[src/rtl/dmem_arbiter.sv]
// ---------------------------------------------------------------------------
// dmem_arbiter
//
// Shares the single-port data memory between the core load/store path
// (port C) and the program/data loader (port L). One access is granted at a
// time. Reads are tracked until their data returns, and read data plus a
// one-cycle valid pulse are steered back to the port that issued the read.
//
// Handshake: a requester raises *_req and holds it, with a stable *_we and
// any *_addr/*_wdata, until it sees *_gnt high in the same cycle. The payload
// is taken in the grant cycle. Dropping *_req before *_gnt withdraws the
// request with no side effect. *_rvalid is a one-cycle pulse with *_rdata
// valid in that cycle. There is no back-pressure on read data.
//
// Build option:
//   DMEM_ARB_FIXED_PRIO_EN  defined   -> port C always wins contention
//                           undefined -> round-robin between C and L
//
// Parameters:
//   ADDR_W   address width
//   DATA_W   data width
//   MEM_LAT  DMEM read latency in cycles, legal range 1..4
//
// Ports:
//   clk, rst                  clock, asynchronous active-high reset
//   c_req/c_we/c_addr/c_wdata core request and payload
//   c_gnt, c_rvalid, c_rdata  core grant, read-valid pulse, read data
//   l_req/l_we/l_addr/l_wdata loader request and payload
//   l_gnt, l_rvalid, l_rdata  loader grant, read-valid pulse, read data
//   m_en/m_we/m_addr/m_wdata  DMEM access strobe and payload
//   m_rdata                   DMEM read data, MEM_LAT cycles after a read
//   dbg_state                 FSM state (0 = IDLE, 1 = RD_WAIT)
// ---------------------------------------------------------------------------
module dmem_arbiter #(
    parameter int ADDR_W  = 32,
    parameter int DATA_W  = 32,
    parameter int MEM_LAT = 1
) (
    input  logic              clk,
    input  logic              rst,
    input  logic              c_req,
    input  logic              c_we,
    input  logic [ADDR_W-1:0] c_addr,
    input  logic [DATA_W-1:0] c_wdata,
    output logic              c_gnt,
    output logic              c_rvalid,
    output logic [DATA_W-1:0] c_rdata,
    input  logic              l_req,
    input  logic              l_we,
    input  logic [ADDR_W-1:0] l_addr,
    input  logic [DATA_W-1:0] l_wdata,
    output logic              l_gnt,
    output logic              l_rvalid,
    output logic [DATA_W-1:0] l_rdata,
    output logic              m_en,
    output logic              m_we,
    output logic [ADDR_W-1:0] m_addr,
    output logic [DATA_W-1:0] m_wdata,
    input  logic [DATA_W-1:0] m_rdata,
    output logic              dbg_state
);

    typedef enum logic {
        IDLE    = 1'b0,
        RD_WAIT = 1'b1
    } state_t;

    state_t     state;
    logic [2:0] lat_cnt;
    logic       owner;      // port of the outstanding read: 0 = C, 1 = L

`ifndef DMEM_ARB_FIXED_PRIO_EN
    logic       last;       // port that won the most recent grant
`endif

    logic              final_cycle;
    logic              can_grant;
    logic              any_gnt;
    logic              pick_l;
    logic              sel_we;
    logic [ADDR_W-1:0] sel_addr;
    logic [DATA_W-1:0] sel_wdata;

    // The last cycle of a read wait doubles as an idle cycle, so a new access
    // can be granted while the previous read data is being returned.
    assign final_cycle = (state == RD_WAIT) && (lat_cnt == 3'd1);
    assign can_grant   = !rst && ((state == IDLE) || final_cycle);
    assign any_gnt     = can_grant && (c_req || l_req);

`ifdef DMEM_ARB_FIXED_PRIO_EN
    assign pick_l = l_req && !c_req;
`else
    // On a tie the port that did not win last time goes first.
    assign pick_l = l_req && (!c_req || !last);
`endif

    assign sel_we    = pick_l ? l_we    : c_we;
    assign sel_addr  = pick_l ? l_addr  : c_addr;
    assign sel_wdata = pick_l ? l_wdata : c_wdata;

    assign c_gnt   = any_gnt && !pick_l;
    assign l_gnt   = any_gnt &&  pick_l;
    assign m_en    = any_gnt;
    assign m_we    = any_gnt && sel_we;
    assign m_addr  = any_gnt ? sel_addr  : '0;
    assign m_wdata = any_gnt ? sel_wdata : '0;

    // rst gating makes a pending read vanish the moment reset is raised.
    assign c_rvalid = !rst && final_cycle && !owner;
    assign l_rvalid = !rst && final_cycle &&  owner;
    assign c_rdata  = c_rvalid ? m_rdata : '0;
    assign l_rdata  = l_rvalid ? m_rdata : '0;

    assign dbg_state = state;

    always_ff @(posedge clk or posedge rst) begin
        if (rst) begin
            state   <= IDLE;
            lat_cnt <= 3'd0;
            owner   <= 1'b0;
`ifndef DMEM_ARB_FIXED_PRIO_EN
            last    <= 1'b1;
`endif
        end else begin
            if (any_gnt) begin
`ifndef DMEM_ARB_FIXED_PRIO_EN
                last <= pick_l;
`endif
                if (sel_we) begin
                    // Writes complete in the grant cycle.
                    state   <= IDLE;
                    lat_cnt <= 3'd0;
                end else begin
                    state   <= RD_WAIT;
                    lat_cnt <= 3'(MEM_LAT);
                    owner   <= pick_l;
                end
            end else if (state == RD_WAIT) begin
                if (lat_cnt == 3'd1) begin
                    state <= IDLE;
                end
                lat_cnt <= lat_cnt - 3'd1;
            end
        end
    end

endmodule

[config.mk]
export PLATFORM = sky130hd
export DESIGN_NAME = dmem_arbiter
export DESIGN_NICKNAME = d
export VERILOG_FILES = /design/src/rtl/dmem_arbiter.sv
export SDC_FILE = /design/constraint.sdc
export NUM_CORES = 1
export LEC_CHECK = 0
export ABC_AREA = 1
export CORE_AREA = 2 2 118 120
export CTS_CLUSTER_SIZE = 10
export DETAILED_ROUTE_END_ITERATION = 16
export DIE_AREA = 0 0 120 122
export GPL_TIMING_DRIVEN = 0
export PLACE_DENSITY = 0.62
export SYNTH_ARGS = -nofsm -noshare
export SYNTH_HDL_FRONTEND = slang
export SYNTH_SLANG_ARGS = --single-unit
[constraint.sdc]
create_clock -name clk -period 3.74 [get_ports clk]
set_input_delay 0.561 -clock clk [delete_from_list [all_inputs] [get_ports clk]]
set_output_delay 0.561 -clock clk [all_outputs]
set_load 0.05 [all_outputs]
==> impl_metrics.env <==
export IMPL_period_minus_slack_ns=3.47
export IMPL_avgViaCountPerCell=3.68
export IMPL_cts_root_buf="clkbuf_16"
export IMPL_syn_cell_area_mm2=0.00160
export IMPL_fin_crit_sh_pct=92.7
export IMPL_dp_hpwl_um=8630
export IMPL_grt_max_degree=11
export IMPL_path_clk_slew_ns=0.03
export IMPL_syn2layout_area_growth_pct=207
export IMPL_grt_pass1_vias=2846
export IMPL_drt_total_wl_um=10200
export IMPL_ctsResizeCount=0
export IMPL_fp_row_count=43
export IMPL_cts_sinks=6
export IMPL_yosysSeqAreaShare_pct=9.46
export IMPL_detail_route_antenna_nets=0
export IMPL_synth_xor_area_share_pct=1.09
export IMPL_hold_viol=0
export IMPL_grt_use_met1_pct=12.5
export IMPL_cp_start_kind="input port"
export IMPL_ir_drop_mv=0.169
export IMPL_grt_ovfl_total=0
export IMPL_rsz0062_at_grt="false"
export IMPL_grt_pass1_wl_um=14400
export IMPL_regToRegStartpoint="lat_cnt[1]$_DFFE_PP0P_"
export IMPL_finalSetupTns_ns=0
export IMPL_vias=3104
export IMPL_die_area_mm2=0.0146
export IMPL_clockBufferDepth=2
export IMPL_clk_latency_ns=0.23
export IMPL_cts_made_buffers=3
export IMPL_first_pass_iters=5
export IMPL_hold_buffers=0
export IMPL_p_per_area_mw_per_mm2=395
export IMPL_cellLeakagePower_uw=0.00231
export IMPL_fin_ws_ns=0.274
export IMPL_grtUsageMet3_pct=3.23
export IMPL_yosysWarnings=0
export IMPL_htree_num_levels=1
export IMPL_num_io_pins=301
export IMPL_path_class="input port to primary output"
export IMPL_crit_arrival_ns=2.90
export IMPL_synth_top_family_by_area="simple AND/OR/NAND/NOR gates"
export IMPL_dp_slack_ns=0.189
export IMPL_coreArea_mm2=0.0135
export IMPL_drt_iter0_drc=68
export IMPL_hold_path_class="register to register"
export IMPL_timing_fmax_mhz=289
export IMPL_final_nets=832
export IMPL_min_delay_start="last$_DFFE_PP1P_"
export IMPL_layout_commonest_cell="clkdlybuf4s50_1"
export IMPL_slew_headroom_pct=62.3
export IMPL_top_usage_layer="met2"
export IMPL_ys_ff_latch=6
export IMPL_cts_setup_buffers=0
export IMPL_initial_core_util_pct=11.9
export IMPL_final_layout_size_suffix_gt1_share_pct=4.37
export IMPL_maxCapViolCount=0
export IMPL_setup_viol=0
export IMPL_fin_area_mm2=0.00491
export IMPL_die_h_um=122
export IMPL_fin_util_pct=36.3
export IMPL_grt_util_all_layers_pct=12.4
export IMPL_wire_per_inst_um=12.1
export IMPL_tightestPinTransition_ns=0.563
export IMPL_endpoint_kind="primary output"
export IMPL_cts_tree="done"
export IMPL_die_w_um=120
export IMPL_crit_required_ns=3.18
export IMPL_skew_ns=0.00448
export IMPL_synth_compound_area_share_pct=1.25
export IMPL_synth_simple_area_share_pct=66.8
export IMPL_met2_usage_pct=25.5
export IMPL_slew_violations=0
export IMPL_final_cell_mix="clkdlybuf4s50_1, nand2_1, nor2_1"
export IMPL_diodes=0
export IMPL_avgSynthCellArea_um2=4.46
export IMPL_synthAdderAreaFrac_pct=1.56
export IMPL_yosysUniqueCellTypes=21
export IMPL_synth_mux_area_share_pct=0.625
export IMPL_gp_congestion=0.729
export IMPL_dpl_instance_area_mm2=0.00483
export IMPL_status="finished clean"
export IMPL_synthCells=359
export IMPL_antenna_found_initial=0
export IMPL_syn_num_nets=527
export IMPL_drc=0
export IMPL_io_buffers=300
export IMPL_crit_start="rst"
export IMPL_critical_path_peak_fanout=10
==> through the flow <==
stage	hold slack, ns	cells	total power [uW]
floorplan	0.345	359	1130
global placement	0.479	839	1770
detailed placement	0.485	839	1770
CTS	0.490	843	1960
global route	0.522	843	2050
finish	0.489	843	1940
==> state kept, by name (all words and copies together) (netlist names) <==
name and count:
lat_cnt 3, dbg_state 1, last 1, owner 1
==> final cells by class <==
cell class,count,area (um2)
buffer,21,138
clock buffer,4,78.8
fill,1461,8600
inverter,45,169
multi-input combinational,287,1140
sequential,6,151
tap,180,225
timing repair buffer,300,3000
==> cell usage after synthesis (all sizes together) <==
master  count  area (um2)
inv        45         169
o21ai       3        15.0
xnor2       1        8.76
nor2       69         264
dfstp       1        26.3
nand3       3        27.5
nand2     205         772
dfrtp       5         125
nand4       1        6.26
ha          2        25.0
mux2i       1        10.0
buf        18         126
clkbuf      3        11.3
a21oi       1        5.00
xor2        1        8.76
==> worst paths after layout <==
| check | end | slack (ns) | cells past startpoint |
|---|---|---|---|
| max | m_wdata[5] | 0.27 | 9 |
| min | last$_DFFE_PP1P_ | 0.49 | 2 |
| max reg2reg | lat_cnt[0]$_DFFE_PP0P_ | 2.47 | 8 |
| min reg2reg | last$_DFFE_PP1P_ | 0.49 | 2 |
| max in group asynchronous | last$_DFFE_PP1P_ | 2.93 | 2 |
| min in group asynchronous | owner$_DFFE_PP0P_ | 0.56 | 2 |
==> report_power, final <==
group	internal [uW]	switching, uW	total [uW]
Clock	142	38.4	180
Combinational	593	1050	1640
Sequential	100	19.7	120
Total	835	1100	1940
==> cell families after synthesis <==
group	Yosys count
buf+inv	66
compound gates	4
xor+xnor	2
flops	6
mux	1
simple gates	278
fa+ha+maj	2
==> per-layer routing <==
| layer | wire length [um] | up-vias | part of all wire, % |
|---|---|---|---|
| met5 | 0 | - | 0 |
| met4 | 49 | 0 | 0.48 |
| met3 | 985 | 4 | 9.7 |
| met2 | 5470 | 181 | 54 |
| met1 | 3680 | 1287 | 36 |
| li1 | - | 1632 | - |
==> worst max-delay path, cell delays in order <==
cell and delay, ns:
clkdlybuf4s50_1 0.41, inv_2 0.18, nand3_4 0.15, nor2_2 0.12, buf_4 0.21, buf_4 0.23, nand2_1 0.07, nand2_1 0.10
clkdlybuf4s50_1 0.85
Power figures use the tool's default switching activity.
